## src/rtl/dma_controller_if.sv

```systemverilog
// -----------------------------------------------------------------------------
// dma_if -- signal bundle for dma_controller.
//
// Groups the CPU register-write port, the local synchronous RAM port and the
// DRAM request/acknowledge port.
//   master : the view used by dma_controller (drives RAM/DRAM requests, status)
//   slave  : the view used by whatever surrounds the controller (CPU, RAM, DRAM)
//
// CPU side   : en, addr[15:0], data_in[15:0], write_enable -> controller
//              dma_status                                  <- controller
// RAM side   : ram_addr[15:0], ram_data_out[15:0], ram_we  <- controller
//              ram_data_in[15:0] (one cycle after ram_addr) -> controller
// DRAM side  : dram_addr[23:0], dram_data_out[31:0],
//              dram_req_read, dram_req_write               <- controller
//              dram_data_in[31:0], dram_data_valid,
//              dram_write_complete                         -> controller
// -----------------------------------------------------------------------------
interface dma_if;
   // CPU register port
   logic        en;
   logic [15:0] addr;
   logic [15:0] data_in;
   logic        write_enable;
   logic        dma_status;

   // Local RAM port
   logic [15:0] ram_addr;
   logic [15:0] ram_data_out;
   logic        ram_we;
   logic [15:0] ram_data_in;

   // DRAM port
   logic [23:0] dram_addr;
   logic [31:0] dram_data_out;
   logic        dram_req_read;
   logic        dram_req_write;
   logic [31:0] dram_data_in;
   logic        dram_data_valid;
   logic        dram_write_complete;

   modport master (
      input  en, addr, data_in, write_enable,
      input  ram_data_in,
      input  dram_data_in, dram_data_valid, dram_write_complete,
      output dma_status,
      output ram_addr, ram_data_out, ram_we,
      output dram_addr, dram_data_out, dram_req_read, dram_req_write
   );

   modport slave (
      output en, addr, data_in, write_enable,
      output ram_data_in,
      output dram_data_in, dram_data_valid, dram_write_complete,
      input  dma_status,
      input  ram_addr, ram_data_out, ram_we,
      input  dram_addr, dram_data_out, dram_req_read, dram_req_write
   );
endinterface

```

## src/rtl/dma_controller.sv

```systemverilog
// -----------------------------------------------------------------------------
// dma_controller -- moves blocks of 16-bit words between a local synchronous
// RAM and a 32-bit-word DRAM.
//
// Ports
//   clk : sole clock, everything changes on its rising edge
//   rst : synchronous active-high reset, aborts any transfer
//   bus : dma_if.master (CPU register writes, local RAM port, DRAM port)
//
// The CPU programs COUNT (16-bit words), PERIPH (DRAM word address), LOCAL
// (RAM word address) and then writes CONTROL; bit 0 picks the direction
// (0: RAM->DRAM, 1: DRAM->RAM). Registers only accept writes while idle.
// Two consecutive RAM words form one DRAM word, low address in bits [15:0].
// An odd COUNT leaves a final half word: writes pad bits [31:16] with zero,
// reads store only the low half to RAM.
// -----------------------------------------------------------------------------
module dma_controller (
   input  logic clk,
   input  logic rst,
   dma_if.master bus
);

   typedef enum logic [2:0] {
      IDLE      = 3'd0,
      RAM_RD_LO = 3'd1,
      RAM_RD_HI = 3'd2,
      DRAM_WR   = 3'd3,
      DRAM_RD   = 3'd4,
      RAM_WR_LO = 3'd5,
      RAM_WR_HI = 3'd6
   } state_t;

   localparam logic [1:0] DMA_CONTROL_ADDR = 2'd0;
   localparam logic [1:0] DMA_LOCAL_ADDR   = 2'd1;
   localparam logic [1:0] DMA_PERIPH_ADDR  = 2'd2;
   localparam logic [1:0] DMA_COUNT_ADDR   = 2'd3;

   state_t      state_q, state_d;

   // Programmed registers
   logic [15:0] local_q, local_d;
   logic [15:0] periph_q, periph_d;
   logic [15:0] count_q, count_d;

   // Transfer bookkeeping: RAM words still to move, and the upper half of
   // the DRAM word just read, parked until the RAM_WR_HI cycle.
   logic [15:0] remain_q, remain_d;
   logic [15:0] rd_hi_q, rd_hi_d;

   // Registered outputs
   logic [15:0] ram_addr_q, ram_addr_d;
   logic [15:0] ram_data_out_q, ram_data_out_d;
   logic        ram_we_q, ram_we_d;
   logic [23:0] dram_addr_q, dram_addr_d;
   logic [31:0] dram_data_out_q, dram_data_out_d;
   logic        dram_req_read_q, dram_req_read_d;
   logic        dram_req_write_q, dram_req_write_d;

   logic        reg_wr;
   logic        last_pair;

   // Only addr[1:0] selects a register; the rest of the word address is
   // deliberately ignored.
   logic        unused_addr_bits;
   assign unused_addr_bits = ^bus.addr[15:2];

   assign reg_wr    = bus.en && bus.write_enable && (state_q == IDLE);
   assign last_pair = (remain_q <= 16'd2);

   // -------------------------------------------------------------------------
   // State register
   // -------------------------------------------------------------------------
   always_ff @(posedge clk) begin
      if (rst) begin
         state_q          <= IDLE;
         local_q          <= 16'h0000;
         periph_q         <= 16'h0000;
         count_q          <= 16'h0000;
         remain_q         <= 16'h0000;
         rd_hi_q          <= 16'h0000;
         ram_addr_q       <= 16'h0000;
         ram_data_out_q   <= 16'h0000;
         ram_we_q         <= 1'b0;
         dram_addr_q      <= 24'h000000;
         dram_data_out_q  <= 32'h00000000;
         dram_req_read_q  <= 1'b0;
         dram_req_write_q <= 1'b0;
      end else begin
         state_q          <= state_d;
         local_q          <= local_d;
         periph_q         <= periph_d;
         count_q          <= count_d;
         remain_q         <= remain_d;
         rd_hi_q          <= rd_hi_d;
         ram_addr_q       <= ram_addr_d;
         ram_data_out_q   <= ram_data_out_d;
         ram_we_q         <= ram_we_d;
         dram_addr_q      <= dram_addr_d;
         dram_data_out_q  <= dram_data_out_d;
         dram_req_read_q  <= dram_req_read_d;
         dram_req_write_q <= dram_req_write_d;
      end
   end

   // -------------------------------------------------------------------------
   // Next-state and output logic
   // -------------------------------------------------------------------------
   always_comb begin
      state_d          = state_q;
      local_d          = local_q;
      periph_d         = periph_q;
      count_d          = count_q;
      remain_d         = remain_q;
      rd_hi_d          = rd_hi_q;
      ram_addr_d       = ram_addr_q;
      ram_data_out_d   = ram_data_out_q;
      ram_we_d         = 1'b0;
      dram_addr_d      = dram_addr_q;
      dram_data_out_d  = dram_data_out_q;
      dram_req_read_d  = dram_req_read_q;
      dram_req_write_d = dram_req_write_q;

      case (state_q)
         IDLE: begin
            if (reg_wr) begin
               case (bus.addr[1:0])
                  DMA_CONTROL_ADDR: begin
                     // COUNT=0 is accepted but starts nothing
                     if (count_q != 16'h0000) begin
                        remain_d    = count_q;
                        ram_addr_d  = local_q;
                        dram_addr_d = {8'h00, periph_q};
                        if (bus.data_in[0]) begin
                           state_d         = DRAM_RD;
                           dram_req_read_d = 1'b1;
                        end else begin
                           state_d = RAM_RD_LO;
                        end
                     end
                  end
                  DMA_LOCAL_ADDR:  local_d  = bus.data_in;
                  DMA_PERIPH_ADDR: periph_d = bus.data_in;
                  DMA_COUNT_ADDR:  count_d  = bus.data_in;
                  default: ;
               endcase
            end
         end

         // Low word address is on ram_addr; its data appears next cycle.
         RAM_RD_LO: begin
            ram_addr_d = ram_addr_q + 16'd1;
            state_d    = RAM_RD_HI;
         end

         // Low word data is on ram_data_in now; high address is presented.
         RAM_RD_HI: begin
            dram_data_out_d = {dram_data_out_q[31:16], bus.ram_data_in};
            state_d         = DRAM_WR;
         end

         // First DRAM_WR cycle completes the data word (the high RAM word
         // arrives now) and raises the request, so addr/data are already
         // stable for the whole time the request is visible.
         DRAM_WR: begin
            if (!dram_req_write_q) begin
               dram_data_out_d  = {(remain_q == 16'd1) ? 16'h0000 : bus.ram_data_in,
                                   dram_data_out_q[15:0]};
               dram_req_write_d = 1'b1;
            end else if (bus.dram_write_complete) begin
               dram_req_write_d = 1'b0;
               if (last_pair) begin
                  state_d = IDLE;
               end else begin
                  remain_d    = remain_q - 16'd2;
                  ram_addr_d  = ram_addr_q + 16'd1;
                  dram_addr_d = dram_addr_q + 24'd1;
                  state_d     = RAM_RD_LO;
               end
            end
         end

         DRAM_RD: begin
            if (dram_req_read_q && bus.dram_data_valid) begin
               dram_req_read_d = 1'b0;
               rd_hi_d         = bus.dram_data_in[31:16];
               ram_data_out_d  = bus.dram_data_in[15:0];
               ram_we_d        = 1'b1;
               state_d         = RAM_WR_LO;
            end
         end

         // Low half is being written; an odd final word ends here.
         RAM_WR_LO: begin
            if (remain_q == 16'd1) begin
               state_d = IDLE;
            end else begin
               ram_addr_d     = ram_addr_q + 16'd1;
               ram_data_out_d = rd_hi_q;
               ram_we_d       = 1'b1;
               state_d        = RAM_WR_HI;
            end
         end

         // Request stays low through RAM_WR_LO/HI, giving the required gap
         // before the next read request.
         RAM_WR_HI: begin
            if (last_pair) begin
               state_d = IDLE;
            end else begin
               remain_d        = remain_q - 16'd2;
               ram_addr_d      = ram_addr_q + 16'd1;
               dram_addr_d     = dram_addr_q + 24'd1;
               dram_req_read_d = 1'b1;
               state_d         = DRAM_RD;
            end
         end

         default: begin
            state_d          = IDLE;
            dram_req_read_d  = 1'b0;
            dram_req_write_d = 1'b0;
         end
      endcase
   end

   assign bus.dma_status     = (state_q != IDLE);
   assign bus.ram_addr       = ram_addr_q;
   assign bus.ram_data_out   = ram_data_out_q;
   assign bus.ram_we         = ram_we_q;
   assign bus.dram_addr      = dram_addr_q;
   assign bus.dram_data_out  = dram_data_out_q;
   assign bus.dram_req_read  = dram_req_read_q;
   assign bus.dram_req_write = dram_req_write_q;

endmodule

```

## src/flat_wrapper.sv

```systemverilog
// flat-port wrapper written by rule: the top's interface ports become plain ports
module dma_controller_flat 
  (clk, rst, bus_en, bus_addr, bus_data_in, bus_write_enable, bus_ram_data_in, bus_dram_data_in, bus_dram_data_valid, bus_dram_write_complete, bus_dma_status, bus_ram_addr, bus_ram_data_out, bus_ram_we, bus_dram_addr, bus_dram_data_out, bus_dram_req_read, bus_dram_req_write);
  dma_if bus_i ();
  input  logic clk;
  input  logic rst;
  input wire logic [$bits(bus_i.en)-1:0] bus_en;
  input wire logic [$bits(bus_i.addr)-1:0] bus_addr;
  input wire logic [$bits(bus_i.data_in)-1:0] bus_data_in;
  input wire logic [$bits(bus_i.write_enable)-1:0] bus_write_enable;
  input wire logic [$bits(bus_i.ram_data_in)-1:0] bus_ram_data_in;
  input wire logic [$bits(bus_i.dram_data_in)-1:0] bus_dram_data_in;
  input wire logic [$bits(bus_i.dram_data_valid)-1:0] bus_dram_data_valid;
  input wire logic [$bits(bus_i.dram_write_complete)-1:0] bus_dram_write_complete;
  output wire logic [$bits(bus_i.dma_status)-1:0] bus_dma_status;
  output wire logic [$bits(bus_i.ram_addr)-1:0] bus_ram_addr;
  output wire logic [$bits(bus_i.ram_data_out)-1:0] bus_ram_data_out;
  output wire logic [$bits(bus_i.ram_we)-1:0] bus_ram_we;
  output wire logic [$bits(bus_i.dram_addr)-1:0] bus_dram_addr;
  output wire logic [$bits(bus_i.dram_data_out)-1:0] bus_dram_data_out;
  output wire logic [$bits(bus_i.dram_req_read)-1:0] bus_dram_req_read;
  output wire logic [$bits(bus_i.dram_req_write)-1:0] bus_dram_req_write;
  assign bus_i.en = bus_en;
  assign bus_i.addr = bus_addr;
  assign bus_i.data_in = bus_data_in;
  assign bus_i.write_enable = bus_write_enable;
  assign bus_i.ram_data_in = bus_ram_data_in;
  assign bus_i.dram_data_in = bus_dram_data_in;
  assign bus_i.dram_data_valid = bus_dram_data_valid;
  assign bus_i.dram_write_complete = bus_dram_write_complete;
  assign bus_dma_status = bus_i.dma_status;
  assign bus_ram_addr = bus_i.ram_addr;
  assign bus_ram_data_out = bus_i.ram_data_out;
  assign bus_ram_we = bus_i.ram_we;
  assign bus_dram_addr = bus_i.dram_addr;
  assign bus_dram_data_out = bus_i.dram_data_out;
  assign bus_dram_req_read = bus_i.dram_req_read;
  assign bus_dram_req_write = bus_i.dram_req_write;
  dma_controller u_core (.clk(clk), .rst(rst), .bus(bus_i));
endmodule
```

## config.mk

```make
export PLATFORM = sky130hd
export DESIGN_NAME = dma_controller_flat
export DESIGN_NICKNAME = d
export VERILOG_FILES = /design/src/rtl/dma_controller_if.sv /design/src/rtl/dma_controller.sv /design/src/flat_wrapper.sv
export SDC_FILE = /design/constraint.sdc
export NUM_CORES = 1
export LEC_CHECK = 0
export CORE_MARGIN = 2
export CORE_UTILIZATION = 51
export CTS_BUF_LIST = sky130_fd_sc_hd__clkbuf_8 sky130_fd_sc_hd__clkbuf_16
export DETAILED_ROUTE_END_ITERATION = 7
export PLACE_DENSITY = 0.82
export SLEW_MARGIN = 10
export SYNTH_ARGS = -nofsm -noshare
export SYNTH_HDL_FRONTEND = slang
export SYNTH_SLANG_ARGS = --single-unit
```

## constraint.sdc

```tcl
create_clock -name clk -period 2.6 [get_ports clk]
set_clock_uncertainty 0.15 [all_clocks]
set_input_delay 0.52 -clock clk [delete_from_list [all_inputs] [get_ports clk]]
set_output_delay 0.52 -clock clk [all_outputs]
set_load 0.01 [all_outputs]
```

==> metrics.txt <==
# TYPE chip_impl_metric gauge
chip_impl_metric{name="die_height",unit="um"} 129.9
chip_impl_metric{name="drt_first_pass_iters",unit=""} 5
chip_impl_metric{name="sequential_cell_area",unit="um^2"} 3483
chip_impl_metric{name="grt_pass1_wl",unit="um"} 35110
chip_impl_metric{name="cp_data_required_time",unit="ns"} 2.75
chip_impl_info{name="ctsRootBufferMaster",value="clkbuf_16"} 1
chip_impl_metric{name="num_vias",unit=""} 7738
chip_impl_info{name="cts_tree",value="built"} 1
chip_impl_info{name="worstPathCellList",value="nor4_1 > buf_4 > nand4_1 > and3_1 > buf_4 > o21ai_4 > nor4_1 > or3_1"} 1
chip_impl_metric{name="cts_made_buffers",unit=""} 17
chip_impl_metric{name="place.gp.congestion",unit=""} 0.8491
chip_impl_metric{name="layout.cells.non_filler",unit=""} 1382
chip_impl_metric{name="cts_hold_buffers",unit=""} 0
chip_impl_metric{name="postSynthAreaPerCell",unit="um^2"} 8.033
chip_impl_metric{name="finalHoldViolations",unit=""} 0
chip_impl_info{name="crit_family",value="simple AND/OR/NAND/NOR gates"} 1
chip_impl_metric{name="grt_antenna_before_repair",unit=""} 0
chip_impl_info{name="critical_path.startpoint_type",value="flop"} 1
chip_impl_metric{name="synth_area",unit="um^2"} 8082
chip_impl_metric{name="initialDrtViolationCount",unit=""} 593
chip_impl_metric{name="area_growth",unit="%"} 31.14
chip_impl_metric{name="final_antenna_net_count",unit=""} 0
chip_impl_metric{name="cp_slowest_stage_delay",unit="ns"} 0.38
chip_impl_metric{name="totalPowerFinal",unit="W"} 0.007239
chip_impl_metric{name="worst_ir_drop_vdd",unit="mV"} 0.4877
chip_impl_metric{name="finalWorstPathRequiredPeriod",unit="ns"} 2.449
chip_impl_info{name="hold_path_class",value="flop to flop"} 1
chip_impl_metric{name="tightestPinTransition",unit="ns"} 0.6519
chip_impl_metric{name="later_pin_clock_latency_in_the_skew_report",unit="ns"} 0.42
chip_impl_info{name="slowest_stage",value="or3_1"} 1
chip_impl_metric{name="grt_usage",unit="%"} 25.63
chip_impl_metric{name="place.detailed.hpwl",unit="um"} 14910
chip_impl_metric{name="cts.repair.resized",unit=""} 0
chip_impl_info{name="synth_commonest_cells",value="dfxtp_1 (174), nand2_1 (174), nor2_1 (117), a21oi_1 (106), nand3_1 (54)"} 1
chip_impl_info{name="critical_path.startpoint",value="u_core.count_q[7]"} 1
chip_impl_metric{name="count_of_cell_types_in_the_netlist",unit=""} 58
chip_impl_metric{name="vias_in_the_first_global_route",unit=""} 7061
chip_impl_info{name="rr_startpoint",value="u_core.count_q[7]"} 1
chip_impl_metric{name="fp.coreArea",unit="um^2"} 15710
chip_impl_metric{name="r2r.worst_path.cells",unit=""} 8
chip_impl_metric{name="synth-seq-cells",unit=""} 174
chip_impl_metric{name="htree_levels",unit=""} 4
chip_impl_metric{name="crit_fanout",unit=""} 8
chip_impl_metric{name="finalWorstSetupSlack",unit="ns"} 0.1510
chip_impl_metric{name="min_period_over_period",unit="%"} 94.19
chip_impl_metric{name="clk_transition_reported_paths",unit="ns"} 0.06
chip_impl_metric{name="route.detailed.wl_per_inst",unit="um"} 15.86
chip_impl_info{name="postSynth.topFlopCell",value="dfxtp_1"} 1
chip_impl_metric{name="netlist.area_leader.share",unit="%"} 43.10
chip_impl_info{name="cp-endpoint",value="u_core.remain_q[1]"} 1
chip_impl_metric{name="cts_buffer_depth",unit=""} 2
chip_impl_metric{name="globalRouteOverflowTotal",unit=""} 0
chip_impl_metric{name="numClockSinks",unit=""} 174
chip_impl_metric{name="ios",unit=""} 178
chip_impl_metric{name="cap_violations",unit=""} 0
chip_impl_info{name="criticalPathCategory",value="flop to flop"} 1
chip_impl_metric{name="post-cts-setup-buffer-count",unit=""} 0
chip_impl_metric{name="drc",unit=""} 0
chip_impl_metric{name="cp.buffers_inverters",unit=""} 2
chip_impl_metric{name="ratio_of_routed_vias_to_standard_cells",unit=""} 5.599
chip_impl_metric{name="fillers",unit=""} 1316
chip_impl_metric{name="die-width",unit="um"} 129.9
chip_impl_metric{name="antenna-diode-count",unit=""} 0
chip_impl_metric{name="synth-edff-count",unit=""} 0
chip_impl_metric{name="place_ws",unit="ns"} -0.06059
chip_impl_metric{name="yosysWarnings",unit=""} 0
chip_impl_metric{name="crit_cells",unit=""} 8
chip_impl_metric{name="placementRows",unit=""} 46
chip_impl_metric{name="async_flop_share",unit="%"} 0
chip_impl_metric{name="seq_area_frac_synth",unit="%"} 43.10
chip_impl_metric{name="finalSetupViolCount",unit=""} 0
chip_impl_info{name="ys_top_cells_by_area",value="dfxtp_1 (43%), nand2_1 (8.1%), a21oi_1 (6.6%), mux2i_1 (6.2%), nor2_1 (5.4%)"} 1
chip_impl_metric{name="die_area",unit="um^2"} 16870
chip_impl_metric{name="synth_cells",unit=""} 1006
chip_impl_info{name="timing.critical_path.to_type",value="flop"} 1
chip_impl_info{name="run_status",value="completed"} 1
chip_impl_metric{name="final-max-slew-violation-count",unit=""} 0
chip_impl_metric{name="layout.nets",unit=""} 1245
chip_impl_info{name="synth_top_cell_by_area",value="dfxtp_1"} 1
chip_impl_metric{name="dpl.cell_count",unit=""} 1353
chip_impl_metric{name="final_layout_size_suffix_gt1_share",unit="%"} 8.062
chip_impl_info{name="grt_setup_unrepaired",value="no"} 1
chip_impl_metric{name="postRouteWirelength",unit="um"} 21920
chip_impl_metric{name="postSynthNetCount",unit=""} 1095
chip_impl_metric{name="slew_headroom",unit="%"} 56.54
chip_impl_metric{name="max_clock_freq",unit="MHz"} 408.3
chip_impl_metric{name="initial_utilization",unit="%"} 51.43
chip_impl_metric{name="cp_data_arrival_time",unit="ns"} 2.60
chip_impl_metric{name="power.leakage",unit="nW"} 3.763
chip_impl_info{name="r2r_end",value="u_core.remain_q[1]"} 1
chip_impl_metric{name="cellPowerDensity",unit="nW/um^2"} 683.1
chip_impl_metric{name="pin_count_of_the_biggest_net_entering_global_routing",unit=""} 65
chip_impl_metric{name="io_buffers",unit=""} 163
chip_impl_metric{name="multi_input_gate_area_in_the_final_layout",unit="um^2"} 4233
chip_impl_metric{name="r2r_setup_slack",unit="ns"} 0.15
==> area by class of cell <==
type | instances | share of cell area [%]
multi-input cells | 753 | 39.94
flip-flops and latches | 174 | 32.87
repair buffers | 206 | 19.48
clock buffers | 19 | 4.274
well taps | 216 | 2.550
clock inverters | 10 | 0.7438
inverters | 4 | 0.1417
==> through the flow <==
step           hold slack (ns)  util (%)  area, um^2   TNS [ns]
4_1_cts                 0.3008     67.37       10590          0
2_1_floorplan           0.2866         -        8082          0
5_1_grt                 0.3216     67.45       10600          0
3_3_place_gp            0.2863     63.98       10050  -0.005466
3_5_place_dp            0.2940     63.98       10050    -0.8194
6_report                0.2982     67.45       10600          0
==> routing by layer <==
metal	vias to the layer above	track usage [%]	wire length, um	share of wire (%)
met5	-	0	0	0
met4	0	8.159	409	1.9
met3	28	5.002	1274	5.8
met2	254	39.79	10030	46
met1	3613	36.12	10210	47
li1	3843	-	-	-
==> layout by cell type (no fill, tap or decap), types with 9 or more instances in the layout <==
cell type,count
nand2_1,173
buf_12,9
nand4_1,9
dfxtp_1,174
nand3_1,54
nor4_1,10
buf_4,35
nor3_1,22
or3_1,9
xor2_1,9
a21oi_1,106
nor2_1,117
clkbuf_16,17
nand2b_1,19
o21ai_0,37
a311oi_1,17
mux2i_1,50
o32ai_1,13
clkdlybuf4s50_1,162
==> power breakdown <==
| part | internal (W) | switching, W |
|---|---|---|
| logic | 0.000879 | 0.00105 |
| registers | 0.00283 | 0.000144 |
| clock network | 0.00134 | 0.000999 |
==> cells by family after synthesis <==
| family | after synthesis | share of synthesized area, % |
|---|---|---|
| flops | 174 | 43.10 |
| mux | 50 | 6.193 |
| fa+ha+maj | 3 | 0.4645 |
| compound gates | 232 | 18.49 |
| buf+inv | 79 | 4.861 |
| simple gates | 456 | 25.59 |
| xor+xnor | 12 | 1.301 |
==> state kept, by name, summed over array words and instances (netlist names) <==
register and count:
u_core.periph_q 16, u_core.bus.dram_data_out 32, u_core.bus.dram_req_read 1, u_core.bus.ram_addr 16, u_core.bus.dram_addr 24, u_core.rd_hi_q 16
u_core.remain_q 16, u_core.local_q 16, u_core.bus.dram_req_write 1, u_core.bus.ram_we 1, u_core.state_q 3, u_core.count_q 16
u_core.bus.ram_data_out 16
==> worst register-to-register path: cells and delay by family, from the launching register on <==
family / cells / cell delay, ns
simple gates: 5 / 1.23
flops: 1 / 0.32
buf+inv: 2 / 0.36
compound gates: 1 / 0.28
==> worst min-delay path by stage <==
| stage | startpoint | end | slack (ns) | depth (start not counted) |
|---|---|---|---|---|
| after floorplan | u_core.rd_hi_q[15] | u_core.rd_hi_q[15] | 0.29 | 2 |
| after global placement | u_core.bus.dram_data_out[27] | u_core.bus.dram_data_out[27] | 0.29 | 2 |
| after detailed placement | u_core.bus.dram_data_out[27] | u_core.bus.dram_data_out[27] | 0.29 | 2 |
| after CTS | u_core.bus.dram_data_out[27] | u_core.bus.dram_data_out[27] | 0.30 | 2 |
| after global routing | u_core.rd_hi_q[8] | u_core.rd_hi_q[8] | 0.32 | 2 |
| final | u_core.bus.dram_data_out[27] | u_core.bus.dram_data_out[27] | 0.30 | 2 |
(Power assumes the default switching activity.)
